$ cat config.mk
export PLATFORM = sky130hd
export DESIGN_NAME = ch_leaky_integrator
export DESIGN_NICKNAME = d
export VERILOG_FILES = /design/src/rtl/ch_leaky_integrator.sv
export SDC_FILE = /design/constraint.sdc
export NUM_CORES = 1
export LEC_CHECK = 0
export BUFFER_PORTS_ARGS = -buffer_cell sky130_fd_sc_hd__buf_2
export CORE_ASPECT_RATIO = 1.2
export CORE_MARGIN = 4
export CORE_UTILIZATION = 50
export DETAILED_ROUTE_END_ITERATION = 7
export PLACE_DENSITY = 0.8
export RECOVER_POWER = 25
export SLEW_MARGIN = 25
export SYNTH_ARGS = -nofsm -noshare
export SYNTH_HDL_FRONTEND = slang
export SYNTH_SLANG_ARGS = --single-unit
$ cat constraint.sdc
create_clock -name clk -period 3.4 [get_ports clk]
set_input_delay 0.68 -clock clk [delete_from_list [all_inputs] [get_ports clk]]
set_output_delay 0.68 -clock clk [all_outputs]
set_load 0.02 [all_outputs]
$ cat src/rtl/ch_leaky_integrator.sv
// Per-channel leaky integrator: y += (x - y) >>> mu over a 4-state
// multicycle datapath, with a packed status word for a PIO input port.
module ch_leaky_integrator (
  input  logic               clk,
  input  logic               reset_n,
  input  logic               clear,
  input  logic               sample_valid,
  input  logic signed [15:0] sample_data,
  output logic               sample_ready,
  input  logic        [3:0]  mu_shift,
  output logic        [31:0] result
);

  typedef enum logic [1:0] {
    S_IDLE,
    S_DIFF,
    S_SCALE,
    S_UPDATE
  } state_t;

  state_t r_state;
  state_t w_next;

  logic signed [15:0] r_x;
  logic        [3:0]  r_mu;
  logic signed [16:0] r_diff;
  logic signed [15:0] r_scaled;
  logic signed [15:0] r_y;
  logic        [7:0]  r_seq;
  logic        [6:0]  r_drops;
  logic               r_strobe;

  logic w_accept;
  logic w_drop;

  assign sample_ready = (r_state == S_IDLE);
  assign w_accept = sample_valid & sample_ready & ~clear;
  assign w_drop   = sample_valid & ~sample_ready & ~clear;
  assign result   = {r_strobe, r_drops, r_seq, r_y};

  always_ff @(posedge clk or negedge reset_n) begin
    if (!reset_n) r_state <= S_IDLE;
    else          r_state <= w_next;
  end

  always_comb begin
    w_next = r_state;
    if (clear) begin
      w_next = S_IDLE;
    end else begin
      unique case (r_state)
        S_IDLE:   if (w_accept) w_next = S_DIFF;
        S_DIFF:   w_next = S_SCALE;
        S_SCALE:  w_next = S_UPDATE;
        S_UPDATE: w_next = S_IDLE;
        default:  w_next = S_IDLE;
      endcase
    end
  end

  // Result lies between old y and x, so the 16-bit truncation is exact.
  always_ff @(posedge clk or negedge reset_n) begin
    if (!reset_n) begin
      r_x      <= '0;
      r_mu     <= '0;
      r_diff   <= '0;
      r_scaled <= '0;
      r_y      <= '0;
      r_seq    <= '0;
      r_drops  <= '0;
      r_strobe <= 1'b0;
    end else if (clear) begin
      r_x      <= '0;
      r_mu     <= '0;
      r_diff   <= '0;
      r_scaled <= '0;
      r_y      <= '0;
      r_seq    <= '0;
      r_drops  <= '0;
      r_strobe <= 1'b0;
    end else begin
      r_strobe <= 1'b0;
      if (w_drop && r_drops != 7'd127)
        r_drops <= r_drops + 7'd1;
      unique case (r_state)
        S_IDLE: begin
          if (w_accept) begin
            r_x  <= sample_data;
            r_mu <= mu_shift;
          end
        end
        S_DIFF: begin
          r_diff <= {r_x[15], r_x} - {r_y[15], r_y};
        end
        S_SCALE: begin
          r_scaled <= 16'(r_diff >>> r_mu);
        end
        S_UPDATE: begin
          r_y      <= r_y + r_scaled;
          r_seq    <= r_seq + 8'd1;
          r_strobe <= 1'b1;
        end
        default: ;
      endcase
    end
  end

endmodule
# Word level (Yosys, flattened, before mapping)
# Index checks and enable logic that the tools add are counted.
[classes]
add_sub_neg = 4
eq_ne = 5
shifts = 1
muxes = 21
n_bitwise = 6
reduce_logical = 9
[ops]
columns = ["op", "count"]
rows = [
  ["16-bit 2-to-1 mux", 7],
  ["17-bit 2-to-1 mux", 2],
  ["17-bit by 4-bit >>> shifter with 16-bit output", 1],
  ["16-bit by 16-bit subtractor with 17-bit output", 1],
  ["16-bit adder", 1],
  ["8-bit 2-to-1 mux", 2],
  ["7-bit 2-to-1 mux", 2],
  ["4-bit 2-to-1 mux", 3],
  ["2-bit nonzero test", 6],
  ["8-bit by 1-bit adder with 8-bit output, second input constant", 1],
  ["2-bit case mux with 4 select lines", 1],
  ["7-bit by 1-bit adder with 7-bit output, second input constant", 1],
  ["7-bit != test, second input constant", 1],
  ["1-bit bitwise AND", 4],
  ["2-bit equality test, second input constant", 2],
  ["2-bit 2-to-1 mux", 2],
  ["3-bit by 2-bit != test with 1-bit output, second input constant", 1],
  ["2-bit by 1-bit equality test with 1-bit output, second input constant", 1],
  ["2-bit zero test", 1],
  ["1-bit 2-to-1 mux", 2],
  ["1-bit NOT", 2],
  ["2-bit AND reduction", 1],
  ["1-bit logical AND", 1],
]
[word_totals]
ff_bits = 87
input_bits = 24
out_inout_bits = 33
wordCells = 55

# Logic depth before layout (Yosys ltp)
# Gate-level depths: netlist of the first run.
[logic_depth]
ltp_word = 7
depth_mapped = 9
ltp_nobuf = 9

# Least setup slack after synthesis of the first run
# No wires, ideal clock.
[synth_path]
path_type = "reg2reg"
startpoint = "register r_y[0]"
endpoint = "register r_y[14]"
setup_ns = 0.118
arrival_time_ns = 2.089
required_ns = 3.282
path_slack_ns = 1.193
stages_incl_launch_ff = 10
path_buffers = 0
synth_period_minus_slack_ns = 2.207
cell_sequence = "dfrtp_1 > ha_1 > inv_1 > fa_1 > nor2b_1 > o31ai_1 > a211oi_1 > o22ai_1 > xnor2_1 > a21o_1"
[synth_via]
elab_chain_len = 3
[synth_lines]
columns = ["item", "line", "text"]
rows = [
  ["start: declaration", "28", "logic signed [15:0] r_y;"],
  ["start signal: assignment", "99", "r_y <= r_y + r_scaled;"],
  ["16-bit adder", "99", ""],
  ["16-bit 2-to-1 mux", "85", "unique case (r_state)"],
  ["16-bit 2-to-1 mux", "72", "end else if (clear) begin"],
]
# Every way passes these cells. The select of a mux whose other input is x is not followed.
# A chain may end at the register's enable or synchronous reset.

# Worst setup path after layout of the first run
[layout_path]
startpoint = "register r_y[0]"
endpoint = "register r_diff[12]"
[layout_via]
elab_chain_len = 3
[layout_lines]
columns = ["item", "line", "text"]
rows = [
  ["16-bit by 16-bit subtractor with 17-bit output", "93", "r_diff <= {r_x[15], r_x} - {r_y[15], r_y};"],
  ["17-bit 2-to-1 mux", "85", ""],
  ["17-bit 2-to-1 mux", "72", ""],
  ["end signal: assignment", "93", ""],
  ["end: declaration", "26", "logic signed [16:0] r_diff;"],
]
# Every way passes these cells. The select of a mux whose other input is x is not followed.

==> impl_metrics.tcl, run 1 <==
set metrics [dict create \
    synth_compound_area_share_pct 20.1 \
    viasPerCell 5.96 \
    cts.sinks 87 \
    violations "max-capacitance violations, max-slew violations" \
    wl_um 13300 \
    grt_antenna_before_repair 0 \
    start_util_pct 51.6 \
    grt_first_pass_wirelength_um 22300 \
    yosys.area_share.simple_pct 14.0 \
    setup_viol 0 \
    first_global_vias 4632 \
    rsz0062_at_grt "no" \
    cap_violations 1 \
    cts-root-buf "clkbuf_16" \
    core-area_um2 11100 \
    crit_type "reg2reg" \
    cp_max_fo 4 \
    vdd_drop_max_v 0.000325 \
    cts_tree "built" \
    wl_per_cell_um 16.8 \
    finClkSkew_ps 8.01 \
    synthCells 595 \
    clock.fmax_ghz 0.408 \
    synth_fp_nets 658 \
    cp-end-kind "register" \
    post-place-ws_ps 863 \
    drive_above_1_share_pct 17.4 \
    clockBufferDepth 2 \
    synth_edf_count 0 \
    setup_tns_ps 0 \
    fp.dieH_um 125 \
    rows 42 \
    clk_pin_slew_ps 60 \
    yosysUniqueCellTypes 64 \
    whs_ps 500 \
    slew_headroom_pct -42.6 \
    hold_violations 0 \
    min_path_type "reg2reg" \
    grt_max_degree 88 \
    postRouteAntennaNets 0 \
    syn_area_per_cell_um2 9.66 \
    yosys_warnings 0 \
    synth_top_family_by_area "compound AO/OA/AOI/OAI gates" \
    grtUsageTotal_pct 20.6 \
    die_x_um 106 \
    finalCoreUtilization_pct 58.0 \
    synthMuxAreaShare_pct 11.0 \
    drt_iter0_markers 311 \
    diodes 0 \
    layout_min_cycle_time_ps 2450 \
    post_cts_buffers 0 \
    num_vias 4741 \
    port_buffers 56 \
    tightestPinTransition_ps 2140 \
    synth_fa_ha_area_share_pct 8.75 \
    dpl.hpwl_um 9870 \
    final_max_slew_viol_count 88 \
    synthFlopType "dfrtp_1" \
    syn_area_um2 5750 \
    status "finished with violations" \
    htree_levels 3 \
    p_leak_nw 2.98 \
    dieArea_um2 13300 \
    overflow 0 \
    synth-async-reset-ratio_pct 100 \
    post_cts_resized 0 \
    drt_first_pass_iters 7 \
    ys_seq_elements 87 \
    clk_latency_ps 340 \
    drc 0 \
    period_share_pct 72.1 \
    p_per_area_nw_per_um2 661 \
    cts_buffers 9 \
    layout-area-overhead-vs-synth_pct 12.4 \
    holdBufCountCts 0 \
    gp_congestion 0.928 \
    fin_nets 700 \
    yosys.area_share.xor_xnor_pct 3.81 \
    cp_data_required_time_ps 3580 \
    fin_ws_ps 950 \
    ios 57 \
    seq_area_frac_synth_pct 37.9 \
    start_kind "register" \
    arrival_ps 2630 \
]
-- report_power, final --
group          total (mW)  switching (mW)  internal [mW]
clock                1.09           0.405          0.682
combinational        1.72           0.959          0.765
sequential           1.46           0.243           1.22
total                4.27            1.61           2.67
-- path summary, 6_finish.rpt --
| kind | from | endpoint | slack (ps) | depth (start not counted) |
|---|---|---|---|---|
| worst min register to register | r_scaled[8]$_DFFE_PN0P_ | r_scaled[8]$_DFFE_PN0P_ | 500 | 2 |
| worst min-delay path | r_scaled[8]$_DFFE_PN0P_ | r_scaled[8]$_DFFE_PN0P_ | 500 | 2 |
| max in group asynchronous | reset_n | r_drops[6]$_DFFE_PN0P_ | 1170 | 1 |
| min in group asynchronous | reset_n | r_y[1]$_DFFE_PN0P_ | 950 | 1 |
| worst max-delay path | r_y[0]$_DFFE_PN0P_ | r_diff[12]$_DFFE_PN0P_ | 950 | 8 |
| worst max register to register | r_y[0]$_DFFE_PN0P_ | r_diff[12]$_DFFE_PN0P_ | 950 | 8 |
-- worst max-delay path, stage by stage (launching register included) --
cell and delay (ps):
dfrtp_1 410, ha_1 240, fa_1 410, nor2b_1 200, o31a_1 260, o22ai_2 140
o21ai_0 260, mux2i_1 210, o311ai_0 140
-- per-stage QoR --
stage / cell area (um^2) / power [mW] / cells
after global routing: 6460 / 4.55 / 796
after global placement: 6130 / 3.10 / 780
after detailed placement: 6140 / 3.17 / 780
final: 6460 / 4.27 / 796
after floorplan: 5750 / 2.76 / 595
after CTS: 6470 / 4.27 / 796
-- layout by cell type, fill, tap and decap left out, types with 12 or more instances in the layout --
master   count
buf_2       55
xnor2_1     14
dfrtp_1     87
mux2i_1     25
nor2_1      58
a21oi_1     32
mux2_2      12
inv_1       30
o21ai_0     33
a22o_1      22
ha_1        37
nand2_1     44
-- synthesized netlist by cell type (4+ instances only) --
cell type	instances	share of area (%)
dfrtp_1	87	38
nor2_1	58	3.8
nand2_1	44	2.9
ha_1	37	8.1
o21ai_0	33	2.9
a21oi_1	32	2.8
inv_1	30	2.0
mux2i_1	25	4.4
a22o_1	22	3.4
clkbuf_1	21	1.4
xnor2_1	14	2.1
mux2_2	12	2.4
a211oi_1	11	1.4
mux4_2	11	4.3
xor2_1	11	1.7
nand4_1	10	1.1
a21o_1	9	1.2
nor3_1	9	0.78
or3_1	9	0.98
o21a_1	8	1.0
nand2b_1	7	0.76
o211ai_1	7	0.91
nand3_1	6	0.52
o22ai_1	6	0.65
and4_1	5	0.76
nor2b_1	5	0.54
a31oi_1	4	0.44
and3_1	4	0.44
buf_2	4	0.35
-- layout make-up --
| type | count | area, um^2 |
|---|---|---|
| clock buffers | 11 | 253 |
| clock inverters | 5 | 80.1 |
| fillers | 973 | 4680 |
| inverters | 32 | 120 |
| multi-input cells | 446 | 3320 |
| flip-flops and latches | 87 | 2180 |
| well taps | 154 | 193 |
| repair buffers | 61 | 318 |
-- sequential cells by signal (all words and copies together), names as in the netlist --
name / count
r_seq: 8
r_x: 16
r_drops: 7
r_strobe: 1
r_diff: 17
r_scaled: 16
r_y: 16
r_state: 2
r_mu: 4
-- logic make-up (layout without fill, tap and decap cells) --
logic type / Yosys count / after routing
and+or+nand+nor: 169 / 169
AOI/OAI and AO/OA: 165 / 165
DFF: 87 / 87
buffers and inverters: 62 / 109
muxes: 48 / 48
adders and majority gates: 39 / 39
xor gates and xnor gates: 25 / 25
-- metal layers --
| layer | track usage (%) | share of wire, % | up-vias |
|---|---|---|---|
| li1 | - | - | 2288 |
| met1 | 26.5 | 42 | 2283 |
| met2 | 35.0 | 51 | 146 |
| met3 | 2.84 | 4.6 | 24 |
| met4 | 8.38 | 2.4 | 0 |
| met5 | 0 | 0 | - |
No activity file was read; power rests on OpenSTA's default activity.
==> run 2: changes to the inputs <==
--- a/config.mk
+++ b/config.mk
@@ -5,6 +5,7 @@
 export SDC_FILE = /design/constraint.sdc
 export NUM_CORES = 1
 export LEC_CHECK = 0
+export ABC_AREA = 1
 export BUFFER_PORTS_ARGS = -buffer_cell sky130_fd_sc_hd__buf_2
 export CORE_ASPECT_RATIO = 1.2
 export CORE_MARGIN = 4
==> constraint.sdc (replaced) <==
create_clock -name clk -period 2.5 [get_ports clk]
set_input_delay 0.5 -clock clk [delete_from_list [all_inputs] [get_ports clk]]
set_output_delay 0.5 -clock clk [all_outputs]
set_load 0.02 [all_outputs]
==> run 2 against run 1 <==
  * The flow now finishes without violations
  * Global-route usage increased by 2.3 points
  * Register-to-register slack got worse by 580 ps
  * Count of clock-buffer cells in the layout increased by 2
  * First-iteration DRC count increased by 23%
  * Die area increased by 6.1%
  * Fmax increased by 15%
  * Worst setup slack got worse by 580 ps
  * Routed wire length increased by 14%
  * Final area increased by 6.5%
  * Non-clock buffer count increased by 3
  * Sequential share of layout area decreased by 2.1 points
  * Combinational power increased by 56%
==> impl_metrics.tcl, run 2 <==
set metrics [dict create \
    min_path_type "in2async" \
    cp_data_required_time_ps 2750 \
    rsz0062_at_grt "no" \
    port_buffers 56 \
    clk_pin_slew_ps 60 \
    yosysUniqueCellTypes 30 \
    grt_max_degree 50 \
    cts_buffers 9 \
    core-area_um2 12100 \
    p_sw_mw 2.53 \
    p_seq_share_pct 31.4 \
    ff_latch_area_um2 2180 \
    cp-end-kind "register" \
    finalCoreUtilization_pct 57.1 \
    diodes 0 \
    synthFlopType "dfrtp_1" \
    wl_per_cell_um 13.3 \
    finClkSkew_ps 9.10 \
    gp_congestion 0.902 \
    fp.dieH_um 129 \
    layout_commonest_cell "nand2_1" \
    ys_seq_elements 87 \
    yosysTopAreaCell "dfrtp_1" \
    clkPwrFrac_pct 25.1 \
    p_sw_share_pct 40.9 \
    post_cts_resized 0 \
    fin_nets 1034 \
    synth.area.top_cells "dfrtp_1 36%, nand2_1 22%, nand3_1 9.9%" \
    slew_headroom_pct 31.9 \
    postRouteAntennaNets 0 \
    drt_iter0_markers 383 \
    arrival_ps 2390 \
    yosysMostFrequentCell "nand2_1" \
    vdd_drop_max_v 0.000430 \
    grt_antenna_before_repair 0 \
    worstPathCellList "ha_1 > nor2_1 > inv_1 > o21ai_0" \
    dpl.hpwl_um 11700 \
    cts.sinks 87 \
    critical_path_buf_inv_count 1 \
    drt_first_pass_iters 5 \
    grt_first_pass_wirelength_um 25800 \
    htree_levels 3 \
    critPathTopFamily "simple AND/OR/NAND/NOR gates" \
    start_kind "register" \
    p_leak_nw 4.01 \
    overflow 0 \
    final_area_um2 6890 \
    status "complete, no violations" \
    internal-power_mw 3.65 \
    slowest_delay_ps 750 \
    synth_fp_nets 983 \
    clk_latency_ps 350 \
    hold_violations 0 \
    reg2reg_setup_slack_ps 370 \
    holdBufCountCts 0 \
    clock.fmax_ghz 0.469 \
    synth_top_area_share_pct 35.5 \
    drc 0 \
    synth_common_cells "367 x nand2_1, 125 x inv_1, 121 x nand3_1" \
    p_per_area_nw_per_um2 897 \
    cp_max_fo 12 \
    syn_area_per_cell_um2 6.66 \
    cts_tree "built" \
    die_x_um 109 \
    syn_area_um2 6130 \
    yosys_warnings 0 \
    cts-root-buf "clkbuf_16" \
    final_max_slew_viol_count 0 \
    num_vias 5875 \
    placed_cell_area_um2 6550 \
    grtUsageTotal_pct 22.9 \
    synthCells 920 \
    rows 44 \
    clockBufferDepth 2 \
    crit_slowest_cell "nor2_1" \
    setup_tns_ps 0 \
    tightestPinTransition_ps 1020 \
    r2r_cells 4 \
    post_cts_buffers 0 \
    layout_min_cycle_time_ps 2130 \
    layout_common_cells "367 x nand2_1, 125 x inv_1, 121 x nand3_1" \
    p_total_mw 6.18 \
    cap_violations 0 \
    synth-async-reset-ratio_pct 100 \
    start_util_pct 50.8 \
    synth_edf_count 0 \
    viasPerCell 5.17 \
    reg2reg_to "r_y[3]$_DFFE_PN0P_" \
    seq_area_frac_synth_pct 35.5 \
    wl_um 15100 \
    fillerInstances 1178 \
    crit_type "reg2reg" \
    p_comb_share_pct 43.5 \
    layout-area-overhead-vs-synth_pct 12.4 \
    dieArea_um2 14100 \
    ios 57 \
    first_global_vias 5585 \
    fin_cells 1137 \
    setup_viol 0 \
    r2r-start "r_state[0]$_DFFE_PN0P_" \
    place_inst 1121 \
    drive_above_1_share_pct 9.53 \
    top_register "r_diff" \
    multi_input_area_um2 3330 \
    period_share_pct 85.3 \
    largest_reg_flops 17 \
]
run 2: logic make-up after synthesis:
family	share of synthesized area, %
and+or+nand+nor	37.2
DFF	35.5
xor gates and xnor gates	1.29
adders and majority gates	8.21
AOI/OAI and AO/OA	7.55
buffers and inverters	10.2
run 2: cell type report:
type	instances	share of cell area (%)
inverter	130	7.09
clock inverter	3	1.31
tap	161	2.93
timing repair buffer	64	5.12
clock buffer	13	3.63
sequential	87	31.6
multi-input combinational	679	48.3
run 2: metrics by stage:
step                      hold slack [ps]  worst slack, ps
after CTS                             138              437
final                                 316              368
after floorplan                       204              641
after global routing                  396              288
after global placement                444              448
after detailed placement              455              337
run 2: worst max-delay path by stage:
stage / end / slack (ps) / from / cells after the start
after detailed placement: r_y[3]$_DFFE_PN0P_ / 340 / clear / 4
after CTS: r_y[3]$_DFFE_PN0P_ / 440 / r_state[0]$_DFFE_PN0P_ / 4
after floorplan: r_y[12]$_DFFE_PN0P_ / 640 / r_y[0]$_DFFE_PN0P_ / 9
after global routing: r_y[6]$_DFFE_PN0P_ / 290 / r_state[0]$_DFFE_PN0P_ / 4
after global placement: r_y[2]$_DFFE_PN0P_ / 450 / clear / 4
final: r_y[3]$_DFFE_PN0P_ / 370 / r_state[0]$_DFFE_PN0P_ / 4
run 2: power by group through the flow:
stage | Sequential [mW] | Clock, mW | Combinational (mW)
CTS | 1.94 | 1.57 | 2.67
detailed placement | 1.96 | 0 | 2.65
global placement | 1.95 | 0 | 2.60
floorplan | 1.91 | 0 | 2.10
finish | 1.94 | 1.55 | 2.69
global route | 1.98 | 1.62 | 3.13
run 2: routing by layer:
metal,track usage [%],part of all wire [%],routed length [um],vias up
met2,39.9,50,7500,147
met5,0,0,0,-
met1,28.7,44,6730,2684
li1,-,-,-,3020
met3,2.79,3.9,584,24
met4,9.29,2.2,336,0
==> run 3: changes to the inputs <==
==> constraint.sdc (replaced) <==
create_clock -name clk -period 2.59 [get_ports clk]
set_input_delay 0.518 -clock clk [delete_from_list [all_inputs] [get_ports clk]]
set_output_delay 0.518 -clock clk [all_outputs]
set_load 0.02 [all_outputs]
==> run 3 against run 2 <==
  * The run now ends with max-capacitance violations, max-slew violations left
  * Critical path depth grew 8
  * Die area stayed put
  * Total power fell by 4.6%
  * Sequential power is 4% lower
  * Count of clock-buffer cells in the layout is 2 lower
  * Clock skew decreased by 0.59 ps
  * Worst setup slack better by 220 ps
  * Via count about the same
  * Non-clock buffer count did not move
  * Fmax is 6.6% higher
  * First-iteration DRC count fell by 3.7%
==> impl_metrics.tcl, run 3 (same netlist as run 2, synthesis figures left out) <==
set metrics [dict create \
    grt_first_pass_wirelength_um 25500 \
    p_leak_nw 4.00 \
    cts-root-buf "clkbuf_16" \
    multi_input_area_um2 3330 \
    grt_antenna_before_repair 0 \
    wl_per_cell_um 13.3 \
    cts_buffers 9 \
    grtUsageTotal_pct 22.9 \
    tightestPinTransition_ps 1600 \
    top_register "r_diff" \
    hold_violations 0 \
    cts.sinks 87 \
    reg2reg_to "r_diff[16]$_DFFE_PN0P_" \
    holdPathStages 3 \
    core-area_um2 12100 \
    largest_reg_flops 17 \
    diodes 0 \
    clockBufferDepth 2 \
    fin_nets 1034 \
    p_per_area_nw_per_um2 860 \
    viasPerCell 5.17 \
    worstPathCellList "ha_1 > fa_1 > inv_1 > nand3_1 > nand2_1 > nand2_1 > nand2_1 > nand2_1 > nand2_1 > nand2_1 > nand3_1 > nand2_1" \
    drc 0 \
    gp_congestion 0.905 \
    placed_cell_area_um2 6540 \
    arrival_ps 2240 \
    critPathTopFamily "simple AND/OR/NAND/NOR gates" \
    layout_min_cycle_time_ps 2000 \
    cp_data_required_time_ps 2830 \
    drt_first_pass_iters 5 \
    min-delay-start "sample_data[7]" \
    crit_type "reg2reg" \
    crit_slowest_cell "dfrtp_1" \
    layout-area-overhead-vs-synth_pct 11.9 \
    ff_latch_area_um2 2180 \
    layout_common_cells "367 x nand2_1, 125 x inv_1, 121 x nand3_1" \
    overflow 0 \
    htree_levels 3 \
    cap_violations 1 \
    cp_max_fo 4 \
    final_area_um2 6860 \
    cp-end-kind "register" \
    cts_tree "built" \
    fillerInstances 1171 \
    setup_viol 0 \
    clk_latency_ps 340 \
    postRouteAntennaNets 0 \
    port_buffers 56 \
    wl_um 15200 \
    status "finished with violations" \
    r2r_cells 12 \
    dieArea_um2 14100 \
    post_cts_buffers 0 \
    final_max_slew_viol_count 64 \
    min_path_type "in2reg" \
    clock.fmax_ghz 0.500 \
    crit_cells 12 \
    rsz0062_at_grt "no" \
    ios 57 \
    critical_path_buf_inv_count 1 \
    grt_max_degree 64 \
    finClkSkew_ps 8.51 \
    start_util_pct 50.8 \
    fp.dieH_um 129 \
    min_to "r_x[7]$_DFFE_PN0P_" \
    dpl.hpwl_um 11800 \
    drive_above_1_share_pct 9.73 \
    holdBufCountCts 0 \
    setup_tns_ps 0 \
    die_x_um 109 \
    slew_headroom_pct -6.39 \
    slowest_delay_ps 420 \
    finalCoreUtilization_pct 56.9 \
    cpMostUsedCell "nand2_1" \
    r2r-start "r_y[0]$_DFFE_PN0P_" \
    layout_commonest_cell "nand2_1" \
    vdd_drop_max_v 0.000404 \
    violations "max-capacitance violations, max-slew violations" \
    num_vias 5873 \
    reg2reg_setup_slack_ps 590 \
    first_global_vias 5528 \
    drt_iter0_markers 369 \
    rows 44 \
    clk_pin_slew_ps 70 \
    post_cts_resized 0 \
    period_share_pct 77.2 \
    start_kind "register" \
]
-- run 3: changes by cell type in the layout (fill, tap and decap cells not counted), sizes merged --
cell,delta
clkinvlp,+1
clkbuf,-2
clkinv,+2
bufinv,-1
-- run 3: worst reg2reg max path, delay by kind of cell, from the launching register on --
kind	cells	cell delay (ps)
flops	1	420
simple gates	9	710
buf+inv	1	90
fa+ha+maj	2	660
-- run 3: area by class of cell --
| class | instances | share of cell area, % |
|---|---|---|
| multi-input cells | 679 | 48.5 |
| flip-flops and latches | 87 | 31.7 |
| inverters | 130 | 7.12 |
| repair buffers | 64 | 4.96 |
| clock buffers | 11 | 3.54 |
| well taps | 161 | 2.94 |
| clock inverters | 5 | 1.19 |
-- run 3: where the power goes --
part	switching (mW)	leakage [nW]	total (mW)	internal [mW]
clock	0.552	0.156	1.42	0.872
combinational	1.69	2.66	2.60	0.905
sequential	0.233	1.18	1.87	1.64
total	2.48	4.00	5.90	3.42
-- run 3: per-stage QoR --
stage	setup slack (ps)	hold WS [ps]	instances	total power, mW
global placement	535	447	1121	4.38
detailed placement	499	458	1121	4.44
floorplan	731	222	920	3.86
CTS	587	298	1137	5.89
finish	590	401	1137	5.90
global route	367	411	1137	6.41
-- run 3: layer usage --
metal / part of all wire, % / track usage [%] / up-vias
met5: 0 / 0 / -
met4: 2.5 / 8.69 / 0
met3: 3.5 / 2.44 / 35
met2: 50 / 41.3 / 132
met1: 44 / 27.8 / 2694
li1: - / - / 3012
-- run 3: worst max-delay path by stage --
stage	startpoint	to	slack, ps
6_report	r_y[0]$_DFFE_PN0P_	r_diff[16]$_DFFE_PN0P_	590
3_3_place_gp	clear	r_y[2]$_DFFE_PN0P_	530
2_1_floorplan	r_y[0]$_DFFE_PN0P_	r_y[12]$_DFFE_PN0P_	730
3_5_place_dp	clear	r_y[4]$_DFFE_PN0P_	500
5_1_grt	r_y[1]$_DFFE_PN0P_	r_y[12]$_DFFE_PN0P_	370
4_1_cts	r_y[1]$_DFFE_PN0P_	r_y[12]$_DFFE_PN0P_	590
